$ cat config.mk
export PLATFORM = sky130hd
export DESIGN_NAME = lsu
export DESIGN_NICKNAME = d
export VERILOG_FILES = /design/src/rtl/lexington_pkg.sv /design/src/rtl/lsu_align.sv /design/src/rtl/lsu.sv
export SDC_FILE = /design/constraint.sdc
export NUM_CORES = 1
export LEC_CHECK = 0
export ABC_CLOCK_PERIOD_IN_PS = 2950
export CORE_ASPECT_RATIO = 0.6
export CORE_MARGIN = 4
export CORE_UTILIZATION = 46
export CTS_BUF_LIST = sky130_fd_sc_hd__clkbuf_8 sky130_fd_sc_hd__clkbuf_16
export CTS_CLUSTER_SIZE = 30
export DETAILED_ROUTE_END_ITERATION = 6
export GPL_TIMING_DRIVEN = 0
export HOLD_SLACK_MARGIN = 0.08
export PLACE_DENSITY = 0.95
export SYNTH_ARGS = -nofsm -noshare
export SYNTH_HDL_FRONTEND = slang
export SYNTH_SLANG_ARGS = --single-unit
$ cat constraint.sdc
create_clock -name clk -period 2.95 [get_ports clk]
set_clock_uncertainty 0.1 [all_clocks]
set_input_delay 0.59 -clock clk [delete_from_list [all_inputs] [get_ports clk]]
set_output_delay 0.59 -clock clk [all_outputs]
set_load 0.02 [all_outputs]
$ cat src/rtl/lexington_pkg.sv
// Shared types and constants for the Lexington RV32 load/store path.
`default_nettype none
// ============================================================================
// Module   : lexington_pkg
// Purpose  : Memory width encoding, LSU state type and mcause codes
// Revision : 1.0
// ============================================================================
package lexington_pkg;

   typedef enum logic [1:0] {
      MEM_B = 2'b00,
      MEM_H = 2'b01,
      MEM_W = 2'b10
   } mem_width_t;

   typedef enum logic [0:0] {
      LSU_IDLE   = 1'b0,
      LSU_ACCESS = 1'b1
   } lsu_state_t;

   localparam logic [3:0] LOAD_MISALIGNED  = 4'd4;
   localparam logic [3:0] LOAD_FAULT       = 4'd5;
   localparam logic [3:0] STORE_MISALIGNED = 4'd6;
   localparam logic [3:0] STORE_FAULT      = 4'd7;

endpackage
`default_nettype wire

$ cat src/rtl/lsu_align.sv
// Combinational lane logic: alignment check, strobes, store replication, load extraction.
`default_nettype none
// ============================================================================
// Module   : lsu_align
// Purpose  : Byte-lane formatting between RV32 registers and the DBus
// Revision : 1.0
// ============================================================================
module lsu_align
   import lexington_pkg::*;
(
   input  mem_width_t  chk_width,
   input  logic [1:0]  chk_offset,
   input  mem_width_t  width,
   input  logic [1:0]  offset,
   input  logic        store,
   input  logic        zero_ext,
   input  logic [31:0] wdata,
   input  logic [31:0] rd_data,
   output logic        misaligned,
   output logic [3:0]  strobe,
   output logic [31:0] wr_data,
   output logic [31:0] load_data
);

   logic [7:0]  lane_b;
   logic [15:0] lane_h;

   // The check runs on the incoming request, before it is latched.
   always_comb begin
      misaligned = 1'b0;
      case (chk_width)
         MEM_B:   misaligned = 1'b0;
         MEM_H:   misaligned = chk_offset[0];
         default: misaligned = |chk_offset;
      endcase
   end

   always_comb begin
      strobe  = 4'b0000;
      wr_data = 32'd0;
      if (store) begin
         case (width)
            MEM_B: begin
               strobe  = 4'b0001 << offset;
               wr_data = {4{wdata[7:0]}};
            end
            MEM_H: begin
               strobe  = offset[1] ? 4'b1100 : 4'b0011;
               wr_data = {2{wdata[15:0]}};
            end
            default: begin
               strobe  = 4'b1111;
               wr_data = wdata;
            end
         endcase
      end
   end

   always_comb begin
      lane_b    = rd_data[7:0];
      lane_h    = offset[1] ? rd_data[31:16] : rd_data[15:0];
      load_data = rd_data;
      case (offset)
         2'd0:    lane_b = rd_data[7:0];
         2'd1:    lane_b = rd_data[15:8];
         2'd2:    lane_b = rd_data[23:16];
         default: lane_b = rd_data[31:24];
      endcase
      case (width)
         MEM_B:   load_data = zero_ext ? {24'd0, lane_b} : {{24{lane_b[7]}}, lane_b};
         MEM_H:   load_data = zero_ext ? {16'd0, lane_h} : {{16{lane_h[15]}}, lane_h};
         default: load_data = rd_data;
      endcase
   end

endmodule
`default_nettype wire

$ cat src/rtl/lsu.sv
// DBus initiator for loads/stores with precise misalignment and access-fault reporting.
// Optional bus timeout enabled by defining LSU_TIMEOUT_EN.
`default_nettype none
// ============================================================================
// Module   : lsu
// Purpose  : Load/store unit; word-addressed, byte-strobed DBus master
// Config   : LSU_TIMEOUT_EN adds an ACCESS watchdog of TIMEOUT_CYCLES
// Revision : 1.0
// ============================================================================
module lsu
   import lexington_pkg::*;
#(
   parameter int unsigned TIMEOUT_CYCLES = 255
) (
   input  logic        clk,
   input  logic        rst_n,
   input  logic        req_valid,
   output logic        req_ready,
   input  logic        req_store,
   input  mem_width_t  req_width,
   input  logic        req_unsigned,
   input  logic [31:0] req_addr,
   input  logic [31:0] req_wdata,
   output logic        resp_valid,
   output logic [31:0] resp_rdata,
   output logic        resp_exc,
   output logic [3:0]  resp_cause,
   output logic        dbus_rd_en,
   output logic        dbus_wr_en,
   output logic [29:0] dbus_addr,
   output logic [31:0] dbus_wr_data,
   output logic [3:0]  dbus_wr_strobe,
   input  logic [31:0] dbus_rd_data,
   input  logic        dbus_ready,
   input  logic        dbus_err
);

   lsu_state_t  state, state_next;
   logic        store_q;
   mem_width_t  width_q;
   logic        unsigned_q;
   logic [31:0] addr_q;
   logic [31:0] wdata_q;

   logic        misaligned;
   logic [3:0]  al_strobe;
   logic [31:0] al_wr_data;
   logic [31:0] al_load_data;
   logic        timeout;
   logic        accept;

   assign accept = (state == LSU_IDLE) && req_valid;

   lsu_align u_align (
      .chk_width  (req_width),
      .chk_offset (req_addr[1:0]),
      .width      (width_q),
      .offset     (addr_q[1:0]),
      .store      (store_q),
      .zero_ext   (unsigned_q),
      .wdata      (wdata_q),
      .rd_data    (dbus_rd_data),
      .misaligned (misaligned),
      .strobe     (al_strobe),
      .wr_data    (al_wr_data),
      .load_data  (al_load_data)
   );

`ifdef LSU_TIMEOUT_EN
   localparam int CNT_W = ($clog2(TIMEOUT_CYCLES + 1) < 8) ? 8 : $clog2(TIMEOUT_CYCLES + 1);
   localparam logic [CNT_W-1:0] TMO_LIMIT = CNT_W'(TIMEOUT_CYCLES);

   logic [CNT_W-1:0] tmo_cnt;

   // Held at zero in IDLE so every ACCESS starts counting from 0.
   always_ff @(posedge clk) begin
      if (!rst_n || state == LSU_IDLE) tmo_cnt <= '0;
      else                             tmo_cnt <= tmo_cnt + 1'b1;
   end

   assign timeout = (state == LSU_ACCESS) && (tmo_cnt == TMO_LIMIT);
`else
   logic [31:0] unused_timeout_cfg;
   assign unused_timeout_cfg = TIMEOUT_CYCLES;
   assign timeout            = 1'b0;
`endif

   always_ff @(posedge clk) begin
      if (!rst_n) state <= LSU_IDLE;
      else        state <= state_next;
   end

   always_comb begin
      state_next = state;
      case (state)
         LSU_IDLE:   if (req_valid && !misaligned)  state_next = LSU_ACCESS;
         LSU_ACCESS: if (dbus_ready || timeout)     state_next = LSU_IDLE;
         default:                                   state_next = LSU_IDLE;
      endcase
   end

   always_comb begin
      req_ready      = (state == LSU_IDLE);
      dbus_rd_en     = 1'b0;
      dbus_wr_en     = 1'b0;
      dbus_addr      = 30'd0;
      dbus_wr_data   = 32'd0;
      dbus_wr_strobe = 4'b0000;
      if (state == LSU_ACCESS) begin
         dbus_rd_en     = !store_q;
         dbus_wr_en     = store_q;
         dbus_addr      = addr_q[31:2];
         dbus_wr_data   = al_wr_data;
         dbus_wr_strobe = al_strobe;
      end
   end

   always_ff @(posedge clk) begin
      if (!rst_n) begin
         store_q    <= 1'b0;
         width_q    <= MEM_B;
         unsigned_q <= 1'b0;
         addr_q     <= 32'd0;
         wdata_q    <= 32'd0;
      end else if (accept) begin
         store_q    <= req_store;
         width_q    <= req_width;
         unsigned_q <= req_unsigned;
         addr_q     <= req_addr;
         wdata_q    <= req_wdata;
      end
   end

   // Response fields are zero except in the single cycle resp_valid is high.
   always_ff @(posedge clk) begin
      if (!rst_n) begin
         resp_valid <= 1'b0;
         resp_exc   <= 1'b0;
         resp_cause <= 4'd0;
         resp_rdata <= 32'd0;
      end else begin
         resp_valid <= 1'b0;
         resp_exc   <= 1'b0;
         resp_cause <= 4'd0;
         resp_rdata <= 32'd0;
         if (accept && misaligned) begin
            resp_valid <= 1'b1;
            resp_exc   <= 1'b1;
            resp_cause <= req_store ? STORE_MISALIGNED : LOAD_MISALIGNED;
         end else if (state == LSU_ACCESS) begin
            if (dbus_ready) begin
               resp_valid <= 1'b1;
               if (dbus_err) begin
                  resp_exc   <= 1'b1;
                  resp_cause <= store_q ? STORE_FAULT : LOAD_FAULT;
               end else if (!store_q) begin
                  resp_rdata <= al_load_data;
               end
            end else if (timeout) begin
               resp_valid <= 1'b1;
               resp_exc   <= 1'b1;
               resp_cause <= store_q ? STORE_FAULT : LOAD_FAULT;
            end
         end
      end
   end

endmodule
`default_nettype wire

; ---- After elaboration in Yosys (flattened, before gate mapping)
; Cells that the tools add are included.
; Widths: inputs -> output; s select.
[op_classes]
eq_ne = 4
n_shift = 1
n_mux = 32
bitwise = 3
reduce_logical = 10
[op_table]
columns = cell, count
row1 = $mux 32, 4
row2 = $pmux 32 s2, 2
row3 = $mux 30, 1
row4 = $mux 4, 6
row5 = $pmux 8 s3, 1
row6 = $mux 16, 1
row7 = $mux 1, 11
row8 = $pmux 4 s2, 1
row9 = $eq 2x1->1 const B, 3
row10 = $logic_not 2->1, 3
row11 = $reduce_or 6->1, 1
row12 = $mux 2, 2
row13 = $pmux 1 s2, 2
row14 = $shl 1x2->4 const A, 1
row15 = $logic_and 1x1->1, 3
row16 = $mux 3, 1
row17 = $not 1->1, 3
row18 = $eq 2x2->1 const B, 1
row19 = $logic_not 1->1, 2
row20 = $reduce_or 2->1, 1
[word_totals]
register_bits = 107
inputBits = 105
output_inout_bits = 107
word_cells = 60

; ---- Logic depth before layout (Yosys ltp)
; Gate-level depths: netlist of run 1.
[depth]
ltp_word = 6
mapped_depth = 7
ltp_nobuf = 4

; ---- By module
; From an unflattened synthesis of run 1, not the netlist that was laid out.
[hier_totals]
cells_unflattened = 678
area_unflattened_um2 = 5564.1
[by_module_without_submodules]
columns = module, n_inst, cells_each, area_per_inst_um2, seq_area_each_um2
row1 = lsu, 1, 464, 4120.2, 2102.0
row2 = lsu_align, 1, 214, 1443.9, 0.0

; ---- Worst setup path before layout of run 1
; Ideal clock, no wire load.
[synth_timing]
path_type = register -> output
from = register width_q[0]
to = output dbus_wr_strobe[3]
arrival_time_ps = 1388
required_time_ps = 2260
setup_slack_ps = 872
stages_incl_launch_ff = 5
n_path_buf = 2
path_cell_list = dfxtp_1 > buf_2 > clkbuf_1 > o21ai_0 > a21oi_1
[synth_via]
elab_chain_cells = 4
word_cells_on_any_way = 5
classes_between = 1 x eq/ne / 3 x mux / 1 x reduce/logical
[synth_rtl]
columns = element, line_no
row1 = start: declaration, lsu.sv:40  ; mem_width_t width_q;
row2 = start signal: assignment, lsu.sv:127  ; width_q <= req_width;
row3 = $eq 2x1->1 or $logic_not 2->1 (tied branches), lsu_align.sv:42  ; case (width)
row4 = $pmux 4 s2 (*), lsu_align.sv:42
row5 = $mux 4 (*), lsu_align.sv:41  ; if (store) begin
row6 = $mux 4 (*), lsu.sv:109  ; if (state == LSU_ACCESS) begin
row7 = end: declaration, lsu.sv:32  ; output logic [3:0] dbus_wr_strobe,
; Every way passes the cells marked *; elsewhere a longest branch is shown, timed or not.

; ---- Worst setup path in the final report of run 1
[layout_timing]
from = register state
to = output dbus_wr_strobe[1]
[layout_via]
elab_chain_cells = 1
[layout_rtl]
columns = element, line_no
row1 = start: declaration, lsu.sv:38  ; lsu_state_t state, state_next;
row2 = start signal: assignment, lsu.sv:90  ; else state <= state_next;
row3 = $mux 4, lsu.sv:109
; No other way between the ends.

==> impl_metrics.json, run 1 <==
{
  "critPathLaunchType": "flop",
  "nets": 938,
  "ys.flop_type": "dfxtp_1",
  "synth.most_common_cell": "nand2_1",
  "synth_fp_nets": 719,
  "syn2layout_area_growth_pct": 53.76,
  "die_width_um": 141.0,
  "r2r_end": "wdata_q[9]",
  "final.min_clock_period_ps": 2881,
  "setup_viol": 0,
  "hold_path.class": "flop to flop",
  "dpl.hpwl_um": 14070,
  "cts_hold_buf": 0,
  "post-route-period-util_pct": 97.66,
  "irDropWorstVdd_uv": 325.2,
  "drv_slew": 0,
  "cap_viol_max_count": 0,
  "crit_type": "flop to output port",
  "synth_warnings": 0,
  "maxSlewHeadroom_pct": 43.37,
  "post-cts-setup-buffers": 0,
  "outcome": "completed",
  "tritoncts": "built",
  "drtIter0Drc": 441,
  "grt_max_degree": 17,
  "start_util_pct": 48.35,
  "endpoint_kind": "output port",
  "regArea_um2": 2103,
  "routabilityCongestion": 0.8901,
  "synth_edf_count": 0,
  "ys_top_cells_by_count": "172 x nand2_1, 105 x dfxtp_1, 68 x a21boi_0",
  "drc": 0,
  "clockRootBuffer": "clkbuf_16",
  "multiInputGateArea_um2": 2492,
  "finalHoldViolCount": 0,
  "netlist_area_um2": 4878,
  "wl_per_cell_um": 18.40,
  "num_antenna_cells": 0,
  "wl_met1_um": 7578,
  "clk_pin_slew_ps": 70,
  "grtUsageTotal_pct": 28.07,
  "rsz0062_at_grt": "false",
  "final_layout_size_suffix_gt1_share_pct": 6.452,
  "yosysSeqAreaShare_pct": 43.09,
  "routed_wl_um": 17890,
  "fill_cells": 732,
  "instances_no_fill": 972,
  "tns_ps": 0,
  "clock_sinks": 105,
  "core_area_um2": 10090,
  "top_level_ports": 212,
  "die_area_um2": 12370,
  "drt_first_pass_iters": 7,
  "synth_area_leader_cell": "dfxtp_1",
  "yosysTopAreaCellShare_pct": 43.09,
  "wl_met3_um": 2106,
  "holdCritStartpoint": "addr_q[23]",
  "synthArstFlopShare_pct": 0,
  "rows": 28,
  "setup.worst_path.start": "state",
  "via_count": 5239,
  "total_power_mw": 3.381,
  "io_buffers": 209,
  "final.setup.worst_slack_ps": 69.03,
  "powerDensity_nw_per_um2": 450.7,
  "min_to": "addr_q[23]",
  "synthCells": 614,
  "placed_cell_area_um2": 7139,
  "vias_per_cell": 5.390,
  "clockBufferDepth": 2,
  "h-tree-depth": 3,
  "crit_required_ps": 2260,
  "crit_fanout": 10,
  "grt_pass1_wl_um": 27300,
  "r2r_setup_slack_ps": 1010,
  "r2r_cells": 7,
  "r2r_start": "state",
  "clock_latency_ps": 350,
  "fin_area_um2": 7501,
  "dp_cells": 958,
  "ys_types": 33,
  "p_leak_nw": 3.145,
  "antenna_found_initial": 0,
  "synth_area_leaders": "dfxtp_1 43%, nand2_1 13%, a21boi_0 10%, and2_1 3.8%, mux2i_1 3.5%",
  "hold_depth": 2,
  "wl_met2_um": 7912,
  "max_freq_mhz": 347.1,
  "first_global_vias": 5183,
  "tightest_slew_ps": 842.9,
  "top_layer_used": "met4",
  "synth-seq-cells": 105,
  "die_h_um": 87.77,
  "syn-mean-instance-area_um2": 7.945,
  "overflow": 0,
  "detail-route-antenna-nets": 0,
  "pre_cts_slack_ps": 198.6,
  "worst_ep_arrival_time_ps": 2190,
  "cts_inserted_buffers": 9
}
==> state kept, by name (all words and copies together), names as in the netlist <==
name and flops:
addr_q 32, resp_cause 2, resp_exc 1, resp_rdata 32
resp_valid 1, state 1, store_q 1, unsigned_q 1
wdata_q 32, width_q 2
==> final cells by class <==
cell class / instances / area share, %
Buffer: 52 / 3.403
Clock buffer: 10 / 3.186
Clock inverter: 5 / 1.051
Inverter: 12 / 0.6005
Multi-Input combinational cell: 444 / 33.23
Sequential cell: 105 / 28.04
Tap cell: 135 / 2.252
Timing Repair Buffer: 209 / 28.24
==> critical path, stage by stage, from the launching register on <==
cell and delay [ps]:
dfxtp_1 310, buf_4 180, nand2_1 100, clkbuf_2 210, buf_2 230, nor2_1 180, clkdlybuf4s50_1 630
==> layout by cell type, fill, tap and decap left out, drive strengths merged <==
cell             n
clkdlybuf4s50  197
nand2          172
dfxtp          105
a21boi          68
clkbuf          44
nor2            38
and2            30
a21oi           26
o21ai           20
buf             18
mux2i           17
a21o            17
inv             13
a221oi          11
dlymetal6s2s    11
and3             8
mux2             7
nor3             6
nor2b            5
nor3b            4
a31oi            3
o221a            3
nand2b           2
bufinv           2
clkinv           2
nand3            1
or3              1
nor4             1
a211oi           1
a32o             1
a32oi            1
conb             1
dlygate4sd2      1
==> report_power, final <==
| part | internal (mW) | switching (mW) |
|---|---|---|
| logic | 0.269 | 0.288 |
| clock network | 0.763 | 0.531 |
| registers | 1.48 | 0.0499 |
| total | 2.51 | 0.868 |
==> per-stage QoR <==
step / hold slack (ps) / util [%]
final: 360.1 / 74.34
after global routing: 382.1 / 74.34
after CTS: 362.3 / 74.01
after global placement: 346.3 / 70.76
after detailed placement: 353.1 / 70.76
after floorplan: 338.8 / -
==> cell families (layout without fill, tap and decap cells) <==
| family | after synthesis | count (layout) | share of synthesized area, % |
|---|---|---|---|
| other | 1 | 1 | 0.07687 |
| DFF | 105 | 105 | 43.09 |
| and+or+nand+nor | 268 | 268 | 24.24 |
| muxes | 24 | 24 | 5.104 |
| buffers and inverters | 65 | 288 | 5.873 |
| AOI/OAI and AO/OA | 151 | 151 | 21.62 |
==> layer usage <==
layer / track usage, % / up-vias
met5: 0 / -
met4: 5.013 / 0
met3: 9.929 / 33
met2: 45.66 / 288
met1: 36.87 / 2452
li1: - / 2466
==> how the worst max path moves through the flow <==
stage / endpoint / slack, ps
global placement: dbus_wr_data[10] / 200
detailed placement: dbus_wr_data[10] / 200
global route: dbus_wr_strobe[1] / 6
finish: dbus_wr_strobe[1] / 70
CTS: dbus_wr_data[12] / 6
floorplan: dbus_wr_strobe[3] / 870
==> timing repair <==
item	CTS	global route
cloned	0	0
gates resized for setup	8	19
setup endpoints to repair	23	25
Power figures use the tool's default switching activity.
==> inputs of run 2 (changes only) <==
--- a/config.mk
+++ b/config.mk
@@ -6,10 +6,12 @@
 export NUM_CORES = 1
 export LEC_CHECK = 0
 export ABC_CLOCK_PERIOD_IN_PS = 2950
+export CAP_MARGIN = 10
 export CORE_ASPECT_RATIO = 0.6
 export CORE_MARGIN = 4
 export CORE_UTILIZATION = 46
 export CTS_BUF_LIST = sky130_fd_sc_hd__clkbuf_8 sky130_fd_sc_hd__clkbuf_16
+export CTS_CLUSTER_DIAMETER = 60
 export CTS_CLUSTER_SIZE = 30
 export DETAILED_ROUTE_END_ITERATION = 6
 export GPL_TIMING_DRIVEN = 0
==> results of run 2 <==
Same layout as run 1: the final DEF is identical, and so are final timing and power.
==> variant, RTL diff (flow settings as in run 1) <==
Add a define of `LSU_TIMEOUT_EN`.
--- a/src/rtl/lsu.sv
+++ b/src/rtl/lsu.sv
@@ -7,6 +7,8 @@
 // Config   : LSU_TIMEOUT_EN adds an ACCESS watchdog of TIMEOUT_CYCLES
 // Revision : 1.0
 // ============================================================================
+`define LSU_TIMEOUT_EN
+
 module lsu
    import lexington_pkg::*;
 #(
Function: same outputs for any inputs over 4 cycles, from zero or initial values and one cycle with rst_n low; that may be too few to reach the edited logic, so the function may still have changed.
==> variant against run 1 <==
  * Final area up 8.4%
  * First-iteration DRC count up 7.7%
  * Setup slack better by 0.019 ns
  * Global-route usage down 0.21 points
  * Utilization up 1.6 points
  * Power up 35%
  * Routed wire length up 3.9%
  * Worst hold slack worse by 0.0030 ns
  * Sequential cell count up 8
  * Synthesized cell count up 3.9%
  * Synthesized area up 5.0%
  * Register-to-register slack worse by 0.26 ns
==> variant: results (changes against run 1) <==
stage;metric;value;unit;change
run_status;status;complete, no violations;;unchanged
route;drtIter0Drc;475;;was 441
route;viasPerCell;5.41;;was 5.39
power_and_ir_drop;leakagePower;3.29;nW;was 3.15 nW
timing;drv_slew;0;;unchanged
setup_path;worst-path-max-fanout;10;;unchanged
setup_path;critPathMaxStageDelay;0.64;ns;
synthesis;ys_warn_count;0;;unchanged
synthesis;async_reset_ff_share;0;%;unchanged
synthesis;synthTopCellsByArea;dfxtp_1, nand2_1, a21boi_0, a21oi_1, and2_1;;was dfxtp_1, nand2_1, a21boi_0, and2_1, mux2i_1
synthesis;synth_fp_nets;744;;was 719
placed_design;place_hpwl;13400;µm;was 14,100 µm
route;routed_wirelength;18600;µm;was 17,900 µm
placed_design;gp_congestion;0.873;;was 0.890
cts;max-clock-path-buffers;2;;unchanged
cts;clockRootBuffer;clkbuf_16;;unchanged
synthesis;synth.distinct_cells;44;;was 33
min_path;hp-class;flip-flop to flip-flop;;unchanged
cells_and_area;n_antenna_cell;0;;unchanged
cells_and_area;drive_gt1_share;8.17;%;was 6.45%
route;first_pass_iters;5;;was 7
cells_and_area;num-nets-final;974;;was 938
setup_path;cp.arrival;2.17;ns;was 2.19 ns
timing;slew_headroom;29.0;%;was 43.4%
cts;htree_levels;4;;was 3
global_route;grt_use_total;27.9;%;was 28.1%
synthesis;synth_common_cells;nand2_1, dfxtp_1, a21boi_0;;unchanged
placed_design;place_ws;-0.0517;ns;was 0.199 ns
global_route;grt_max_degree;17;;unchanged
global_route;antenna_found_initial;0;;unchanged
synthesis;ys_seq_area_share;44.2;%;was 43.1%
cells_and_area;fill_cells;755;;was 732
global_route;grt_pass1_wl;28400;µm;was 27,300 µm
power_and_ir_drop;peakVddDrop;494;µV;was 325 µV
placed_design;port_buffers;210;;was 209
global_route;grt_pass1_vias;5272;;was 5,183
setup_path;slowest_stage;clkdlybuf4s50_1;;unchanged
cts;cts_buffers;17;;was 9
cts;insertion_delay;0.41;ns;was 0.35 ns
[variant: changes by cell type after synthesis, sizes merged, moves of 7 or more]
cell / change
nand3: +21
a21o: -14
a221oi: -10
o21ai: -17
dfxtp: +8
a21oi: +22
a22oi: +7
[variant: final cells by class]
cell class / instances / area [µm²] / area share (%)
Multi-Input combinational cell: 466 / 2600 / 32.0
Sequential cell: 113 / 2260 / 27.8
Timing Repair Buffer: 212 / 2140 / 26.3
Clock buffer: 19 / 453 / 5.57
Buffer: 52 / 272 / 3.34
Clock inverter: 13 / 209 / 2.57
Tap cell: 139 / 174 / 2.14
Inverter: 6 / 22.5 / 0.277
[variant: stage by stage]
step,instances,setup TNS (ns),instance area [µm²]
floorplan,638,0,5120
global placement,987,-0.0440,7400
detailed placement,987,-0.106,7400
CTS,1021,0,8090
global route,1020,0,8130
finish,1020,0,8130
[variant: final timing paths]
check	slack, ns	start	endpoint	cells past startpoint
min reg2reg	0.36	addr_q[7]	addr_q[7]	2
max reg2reg	0.75	addr_q[1]	resp_rdata[8]	4
max	0.09	width_q[0]	dbus_wr_data[14]	6
min	0.36	addr_q[7]	addr_q[7]	2
[variant: cell families after synthesis]
family / share of synthesized area (%)
adders and majority gates: 0.244
xor gates and xnor gates: 0.684
buffers and inverters: 5.28
DFF: 44.2
muxes: 4.40
other: 0.0732
and+or+nand+nor: 25.2
AOI/OAI and AO/OA: 19.9
[variant: timing repair]
action | 4_1_cts | 5_1_grt
setup endpoints to repair | 27 | 16
pin swaps | 1 | 0
gates resized for setup | 19 | 19
buffers inserted | 2 | 0
[variant: power by group]
part	leakage [nW]	internal, mW	switching (mW)
registers	0.923	1.60	0.0458
logic	2.05	0.299	0.329
clock network	0.315	1.54	0.752
total	3.29	3.44	1.13
[variant: worst max-delay path: cells and delay by family, from the launching register on]
family | cells | cell delay, ns
buffers and inverters | 3 | 0.99
and+or+nand+nor | 2 | 0.34
DFF | 1 | 0.31
AOI/OAI and AO/OA | 1 | 0.13
[variant: metal layers]
metal  vias up  part of all wire (%)  global-route usage, %  wire length, µm
li1       2582                     -                      -                -
met1      2589                    44                   38.4             8150
met2       301                    44                   41.7             8150
met3        44                    10                   9.12             1890
met4         0                   2.2                   8.15              400
met5         -                     0                      0                0
